`src/rtl/alu_seq_pkg.sv`:
```
// Shared types for the ALU micro-sequencer.
//   alu_op_e    : op codes understood by the 4-bit accumulator ALU
//   instr_t     : one program word {last, op, operand}
//   seq_state_e : sequencer FSM states
//   NOP_INSTR   : ADD 0, which leaves the accumulator unchanged
package alu_seq_pkg;

   typedef enum logic [1:0] {
      OP_ADD = 2'b00,
      OP_SUB = 2'b01,
      OP_OR  = 2'b10,
      OP_XOR = 2'b11
   } alu_op_e;

   typedef struct packed {
      logic       last;
      alu_op_e    op;
      logic [3:0] operand;
   } instr_t;

   typedef enum logic [1:0] {
      S_IDLE,
      S_CLEAR,
      S_RUN,
      S_DONE
   } seq_state_e;

   localparam instr_t NOP_INSTR = '{last: 1'b0, op: OP_ADD, operand: 4'd0};

endpackage

```
`src/rtl/alu_seq_prog_mem.sv`:
```
// Program store for the ALU sequencer: DEPTH x instr_t register file.
//   clock, reset_L : clock and asynchronous active-low reset (clears all slots)
//   we, waddr, wdata : single write port, written at the clock edge
//   raddr, rdata     : asynchronous read port
module alu_seq_prog_mem
   import alu_seq_pkg::*;
#(
   parameter  int DEPTH = 8,
   localparam int AW    = $clog2(DEPTH)
) (
   input  logic          clock,
   input  logic          reset_L,
   input  logic          we,
   input  logic [AW-1:0] waddr,
   input  instr_t        wdata,
   input  logic [AW-1:0] raddr,
   output instr_t        rdata
);

   instr_t mem_q [DEPTH];

   always_ff @(posedge clock or negedge reset_L) begin
      if (!reset_L) begin
         for (int i = 0; i < DEPTH; i++) begin
            mem_q[i] <= NOP_INSTR;
         end
      end else if (we) begin
         mem_q[waddr] <= wdata;
      end
   end

   // Read is combinational so the instruction at pc reaches the ALU in the same cycle.
   assign rdata = mem_q[raddr];

endmodule

```
`src/rtl/alu_sequencer.sv`:
```
// Micro-sequencer driving the op/operand inputs of a 4-bit accumulator ALU.
// The host loads a program, pulses start; the block optionally clears the
// accumulator, issues one instruction per cycle until the last one, then
// captures the accumulator and pulses done. A NOP (ADD 0) is driven whenever
// it is not executing, because the ALU has no enable.
//   clock, reset_L       : clock, asynchronous active-low reset
//   prog_we/addr/data    : program write port (ignored while busy)
//   start, abort         : run control
//   alu_result           : current accumulator value from the ALU
//   alu_op, alu_operand  : instruction presented to the ALU
//   busy                 : high in CLEAR and RUN
//   done                 : one-cycle pulse when result_q is updated
//   result_q             : accumulator value captured in DONE
module alu_sequencer
   import alu_seq_pkg::*;
#(
   parameter  int DEPTH          = 8,
   parameter  bit CLEAR_ON_START = 1'b1,
   localparam int AW             = $clog2(DEPTH)
) (
   input  logic          clock,
   input  logic          reset_L,
   input  logic          prog_we,
   input  logic [AW-1:0] prog_addr,
   input  logic [6:0]    prog_data,
   input  logic          start,
   input  logic          abort,
   input  logic [3:0]    alu_result,
   output logic [1:0]    alu_op,
   output logic [3:0]    alu_operand,
   output logic          busy,
   output logic          done,
   output logic [3:0]    result_q
);

   seq_state_e    state_q, state_d;
   logic [AW-1:0] pc_q, pc_d;
   logic [3:0]    result_d;
   instr_t        cur_instr;
   alu_op_e       op_sel;

   alu_seq_prog_mem #(.DEPTH(DEPTH)) u_prog_mem (
      .clock   (clock),
      .reset_L (reset_L),
      .we      (prog_we && !busy),
      .waddr   (prog_addr),
      .wdata   (instr_t'(prog_data)),
      .raddr   (pc_q),
      .rdata   (cur_instr)
   );

   always_ff @(posedge clock or negedge reset_L) begin
      if (!reset_L) begin
         state_q  <= S_IDLE;
         pc_q     <= '0;
         result_q <= 4'd0;
      end else begin
         state_q  <= state_d;
         pc_q     <= pc_d;
         result_q <= result_d;
      end
   end

   always_comb begin
      state_d     = state_q;
      pc_d        = pc_q;
      result_d    = result_q;
      op_sel      = OP_ADD;
      alu_operand = 4'd0;
      busy        = 1'b0;
      done        = 1'b0;

      case (state_q)
         S_IDLE, S_DONE: begin
            if (state_q == S_DONE) begin
               done     = 1'b1;
               result_d = alu_result;
               state_d  = S_IDLE;
            end
            // DONE accepts start like IDLE so runs can be issued back to back.
            if (start) begin
               pc_d    = '0;
               state_d = CLEAR_ON_START ? S_CLEAR : S_RUN;
            end
         end

         S_CLEAR: begin
            busy = 1'b1;
            // acc XOR acc = 0, without needing a reset or enable on the ALU.
            op_sel      = OP_XOR;
            alu_operand = alu_result;
            state_d     = abort ? S_IDLE : S_RUN;
         end

         S_RUN: begin
            busy        = 1'b1;
            op_sel      = cur_instr.op;
            alu_operand = cur_instr.operand;
            // Abort wins over last; the instruction driven now still executes.
            if (abort) begin
               state_d = S_IDLE;
            end else if (cur_instr.last || pc_q == AW'(DEPTH - 1)) begin
               state_d = S_DONE;
            end else begin
               pc_d = pc_q + AW'(1);
            end
         end

         default: state_d = S_IDLE;
      endcase
   end

   assign alu_op = op_sel;

endmodule

```
`config.mk`:
```
export PLATFORM = sky130hd
export DESIGN_NAME = alu_sequencer
export DESIGN_NICKNAME = d
export VERILOG_FILES = /design/src/rtl/alu_seq_pkg.sv /design/src/rtl/alu_seq_prog_mem.sv /design/src/rtl/alu_sequencer.sv
export SDC_FILE = /design/constraint.sdc
export NUM_CORES = 1
export LEC_CHECK = 0
export BUFFER_PORTS_ARGS = -buffer_cell sky130_fd_sc_hd__buf_2
export CORE_ASPECT_RATIO = 0.9
export CORE_UTILIZATION = 59
export DETAILED_ROUTE_END_ITERATION = 7
export PLACE_DENSITY = 0.88
export RECOVER_POWER = 50
export SKIP_LAST_GASP = 1
export SLEW_MARGIN = 5
export SYNTH_ARGS = -nofsm -noshare
export SYNTH_HDL_FRONTEND = slang
export SYNTH_SLANG_ARGS = --single-unit
```
`constraint.sdc`:
```
create_clock -name clock -period 2.05 [get_ports clock]
set_input_delay 0.1025 -clock clock [delete_from_list [all_inputs] [get_ports clock]]
set_output_delay 0.1025 -clock clock [all_outputs]
set_load 0.005 [all_outputs]
```
* Word level (Yosys, flattened, before mapping)
Cells that the tools add are included.
** Storage, ports and cells
- RAM bits :: 0
- Bits of input ports :: 19
- Memory bits (read-only) :: 0
- Bits in latches :: 0
- Bits in registers :: 65
- Word-level logic and storage cells :: 74
- Memories :: 0
** Cells by class
- Equality and inequality tests :: 9
- Bitwise operators :: 2
- Order comparisons :: 3
- Multiplexer cells :: 21
- $mul :: 0
- Reductions and logical operators :: 11
- $add $sub $neg :: 1
- Shift operators :: 0
- Div/mod/pow operators :: 0
** Operators with widths (number)
- 56-bit bitwise mux :: 1
- 7-bit binary-select mux with 3-bit select :: 1
- 7-bit demux with 3-bit select :: 1
- 7-bit 2-to-1 mux :: 3
- 2-bit 2-to-1 mux :: 5
- 3-bit 2-to-1 mux :: 3
- 4-bit >= comparator, second input constant :: 2
- 3-bit inverter with 4-bit output :: 2
- 4-bit one-hot mux with 2 select lines :: 1
- 2-bit inequality test, second input constant :: 3
- 3-bit inequality test, second input constant :: 2
- 2-bit one-hot mux with 3 select lines :: 1
- 3-bit one-hot mux with 2 select lines :: 1
- 2-bit == test, second input constant :: 2
- 4-bit by 1-bit less-than comparator with 1-bit output, second input constant :: 1
- 2-bit one-hot mux with 2 select lines :: 1
- 2-bit AND reduction :: 2
- 4-bit AND reduction :: 1
- 2-bit OR reduction :: 2
- 3-bit by 1-bit adder with 3-bit output, second input constant :: 1
- 3-bit == test, second input constant :: 1
- 1-bit 2-to-1 mux :: 3
- 2-bit by 1-bit == test with 1-bit output, second input constant :: 1
- 1-bit logical AND :: 2
- 4 further kinds :: 4

* Logic depth before layout (Yosys ltp)
- Depth after elaboration :: 8
- Gate-level depth with buffers :: 7
- Gate-level depth less buffers :: 7

* Hierarchy
Synthesis repeated with hierarchy kept, for this count alone.
** Second synthesis, totals
- Cell total of the unflattened synthesis :: 212
- Area, all modules :: 3243.1 um^2
** By module, submodules not included
- alu_seq_prog_mem :: instances 1, cells each 152, area an instance 2637.5 um^2
- alu_sequencer :: instances 1, cells each 60, area an instance 605.6 um^2

* Worst setup path after synthesis
No wires, ideal clock.
- Kind :: register to register
- Start :: register state_q[0]
- End :: register u_prog_mem.mem_q[42] (netlist bit)
- Setup time :: 0.125 ns
- Path buffers :: 0
- Arrival time :: 1.769 ns
- Data required time :: 1.925 ns
- Cell stages (with the launch flop) :: 6
- Clock period less this slack :: 1.894 ns
- Path slack :: 0.156 ns
- Cells stage by stage :: dfrtp_1 > inv_1 > ha_1 > inv_2 > nor4_2 > mux2_2
** On the way
- Cells in the longest elaborated chain, start to end :: 5
** Ends and longest elaborated chain
- from (decl) :: RTL line alu_sequencer.sv:36 : seq_state_e state_q, state_d;
- from (signal assigned) :: RTL line alu_sequencer.sv:58 : state_q <= state_d;
- 2-bit == test / 2-bit by 1-bit == test with 1-bit output (equally long branches) :: RTL line alu_sequencer.sv:73 : case (state_q)
- 2-bit OR reduction (no source line) (*)
- 1-bit 2-to-1 mux (*) :: RTL line alu_sequencer.sv:73
- net busy :: RTL line alu_sequencer.sv:31 : output logic busy,
- 1-bit zero test (*) :: RTL line alu_sequencer.sv:45 : .we (prog_we && !busy),
- 1-bit logical AND (*) :: RTL line alu_sequencer.sv:45
- to (signal, indexed assignment) :: RTL line alu_seq_prog_mem.sv:28 : mem_q[waddr] <= wdata;
- to (decl) :: RTL line alu_seq_prog_mem.sv:20 : instr_t mem_q [DEPTH];
Mark *: on every way through the listed nets, which the timed path passes. The rest lies on a longest branch.
A chain may end at the register's enable or synchronous reset.

* Final worst setup path
- Start :: register pc_q[0]
- End :: output alu_operand[1]
** On the way
- Cells in the longest elaborated chain, start to end :: 5
** Ends and longest elaborated chain
- from (decl) :: RTL line alu_sequencer.sv:37 : logic [AW-1:0] pc_q, pc_d;
- from (signal assigned) :: RTL line alu_sequencer.sv:59 : pc_q <= pc_d;
- 3-bit inverter with 4-bit output (implied by the code) :: RTL line alu_seq_prog_mem.sv:33 : assign rdata = mem_q[raddr];
- 7-bit binary-select mux with 3-bit select :: RTL line alu_seq_prog_mem.sv:33
- 7-bit 2-to-1 mux (implied by the code) (2 in series) :: RTL line alu_seq_prog_mem.sv:33
- 4-bit one-hot mux with 2 select lines :: RTL line alu_sequencer.sv:73
- to (decl) :: RTL line alu_sequencer.sv:30 : output logic [3:0] alu_operand,
Every way passes these cells. The select of a mux whose other input is x is not followed.

==> flow_summary.ini <==
[outcome]
status = complete, but fails checks
violations = capacitance limit, slew limit, setup timing

[sta]
finClkSkew_ns = 0.00974
worst_slack_ns = -0.124
timing.final.hold_violations = 0
worst_slew_pin_slew_ns = 1.52
period_minus_slack_ns = 2.17
rsz0062_at_grt = true
finalSetupViolations = 7
slew_violations = 28
fin_crit_sh = 1.06
max_freq_ghz = 0.460
slew_headroom = -0.0116

[synthesis]
yosys.area.top_type_share = 0.507
yosys.area_share.simple = 0.0585
synthMuxAreaShare = 0.355
ys_warn_count = 0
synth-xor-area-share = 0
synth-compound-area-share = 0.0336
synth_area_leader_cell = dfrtp_1
synth-seq-area-share = 0.507
syn_avg_cell_area_um2 = 14.6
ys_types = 34
syn_area_um2 = 3210
synth_cells = 220
synthAdderAreaFrac = 0.0195
ys_ff_latch = 65
synth_area_leaders = dfrtp_1, mux2_2, mux4_1
syn_nets = 244
synth_top_family_by_area = multiplexers

[clock_network]
cts.clk_slew.worst_paths_ns = 0.07
cts_buffers = 9
cts_tree = done
clk_root_buffer_cell = clkbuf_8
worstSkewPairLatency_ns = 0.35
clock-sinks = 65
htree_levels = 3
cts.path.max_buffers = 2

[pwr]
power_frac_comb = 0.403
ir_worst_vdd_mv = 0.679
p_total_mw = 5.58
powerDensity_nw_per_um2 = 1450
p_switching_mw = 1.87
static-leakage-power_nw = 1.66
p_int_mw = 3.71
swShare = 0.336
p_seq_frac = 0.418
power_frac_clock = 0.179

[worst_setup_path]
cp-end-kind = output pin
cpMaxStageDelayCell = mux4_2
cp-start-kind = flop
arrival_ns = 2.07
required_ns = 1.95
worstSetupPathType = reg -> out
path_max_fanout = 4
path_cells = clkbuf_16, mux4_2, mux2_4, a22oi_2, nor2_1, buf_2
max_stage_delay_ns = 0.52

[global_routing]
use_met2 = 0.433
groute.usage.overall = 0.290
grt_max_degree = 40
overflow = 0
antenna_found_initial = 0
top_usage_layer = met2
use_met3 = 0.0528
use_met1 = 0.404
grt_pass1_vias = 2184
grt_first_pass_wirelength_mm = 11.7

[routing]
drcViolationCount = 0
drtPass1Iterations = 4
post_drt_wl_per_cell_um = 22.1
viasPerCell = 6.22
routed_wl_mm = 7.75
drt_iter0_markers = 134
final_antenna_net_count = 0
vias = 2176

[placed_design]
gp_congestion = 0.891
place_area_um2 = 3510
place_ws_ns = 0.0311
port_buffers = 30
hpwl_mm = 4.73

[floorplanning]
chipWidth_um = 79.7
initial_core_util = 0.610
rows = 25
num_io_pins = 31
dieArea_um2 = 5730
die_h_um = 71.9
coreArea_um2 = 5260

[job]
drv_cap = 1

[final_layout]
fin_area_um2 = 3840
drive_above_1_share = 0.576
synthToLayoutAreaGrowth_pct = 19.8
antenna_cells = 0
nets = 302

[worst_hold_path]
holdCritPathClass = in -> reg
==> cell usage after synthesis (all sizes together) <==
master / n
a211o: 1
a21oi: 3
a22oi: 4
a31oi: 1
and3: 1
buf: 5
clkbuf: 3
dfrtp: 65
ha: 5
inv: 5
mux2: 67
mux2i: 5
mux4: 13
nand2: 6
nand2b: 2
nand3: 4
nand3b: 1
nor2: 16
nor3: 3
nor4: 2
o21ai: 3
o22a: 1
o22ai: 1
o311ai: 2
or4: 1
==> layer usage <==
layer / vias up / share of wire
met3: 19 / 0.051
met2: 89 / 0.49
li1: 934 / -
met5: - / 0
met4: 0 / 0.029
met1: 1134 / 0.43
==> sequential cells by signal (all words and copies together) (netlist names) <==
register          cells
pc_q                  3
u_prog_mem.mem_q     56
result_q              4
state_q               2
==> kinds of logic after synthesis <==
| kind of cell | count (synthesis) |
|---|---|
| muxes | 85 |
| buffers and inverters | 13 |
| DFF | 65 |
| and+or+nand+nor | 36 |
| AOI/OAI and AO/OA | 16 |
| adders and majority gates | 5 |
==> path summary, 6_finish.rpt <==
path | start | endpoint | slack [ns] | cells after the start
min | alu_result[1] | result_q[1] | 0.03 | 2
max | pc_q[0] | alu_operand[1] | -0.12 | 6
min in group asynchronous | reset_L | pc_q[1] | 0.65 | 2
max in group asynchronous | reset_L | pc_q[0] | 0.36 | 3
max reg2reg | pc_q[0] | pc_q[2] | -0.01 | 7
min reg2reg | u_prog_mem.mem_q[20] | u_prog_mem.mem_q[20] | 0.51 | 1
==> timing repair <==
action                     4_1_cts  5_1_grt
hold endpoints to repair        27        0
setup endpoints to repair        7       40
gates resized for setup         25       16
hold buffers                     2        0
pin swaps                        6        9
buffers inserted                 4        3
cloned                           1        0
==> critical path: cells and delay by family (launching register included) <==
kind | cells | cell delay (ns)
AOI/OAI and AO/OA | 1 | 0.13
DFF | 1 | 0.44
and+or+nand+nor | 1 | 0.05
buffers and inverters | 2 | 0.29
muxes | 2 | 0.81
==> cell type report <==
| cell class | instances | area, µm² |
|---|---|---|
| tap | 67 | 83.8 |
| inverter | 5 | 18.8 |
| fill | 325 | 1420 |
| multi-input combinational | 142 | 1540 |
| clock inverter | 4 | 27.5 |
| sequential | 65 | 1630 |
| clock buffer | 12 | 155 |
| timing repair buffer | 55 | 387 |
==> placed cells by master (no fill, tap or decap), types with 2 or more instances in the layout <==
cell           count
dfrtp_1           63
mux2_2            60
buf_2             26
buf_4             16
mux4_2            13
nor2_1            12
clkbuf_8          11
mux2_4             7
mux2i_1            5
nand2_1            5
ha_1               5
clkbuf_1           5
buf_6              5
a22oi_2            4
inv_1              4
o21ai_0            3
nand3_1            3
clkinvlp_4         3
a21oi_2            2
nor2_4             2
nand2b_1           2
nor2_2             2
nor3_2             2
o311ai_1           2
dlygate4sd3_1      2
dfrtp_2            2
==> power by group through the flow <==
stage / sequential [mW] / combinational [mW] / clock (mW)
floorplan: 2.13 / 1.45 / 0
global route: 2.38 / 2.41 / 1.07
CTS: 2.28 / 2.15 / 1.01
global placement: 2.21 / 1.84 / 0
finish: 2.33 / 2.25 / 0.998
detailed placement: 2.26 / 1.92 / 0
==> metrics by stage <==
step                      TNS (ns)  hold WS [ns]  std cells   util
after floorplan                  0        -0.193        220      -
after global placement           0         0.153        324  0.669
after detailed placement         0         0.154        324  0.669
after CTS                   -0.872        0.0127        347  0.722
after global routing         -1.03        0.0317        350  0.730
final                       -0.598        0.0299        350  0.730
No activity file was read; power rests on OpenSTA's default activity.
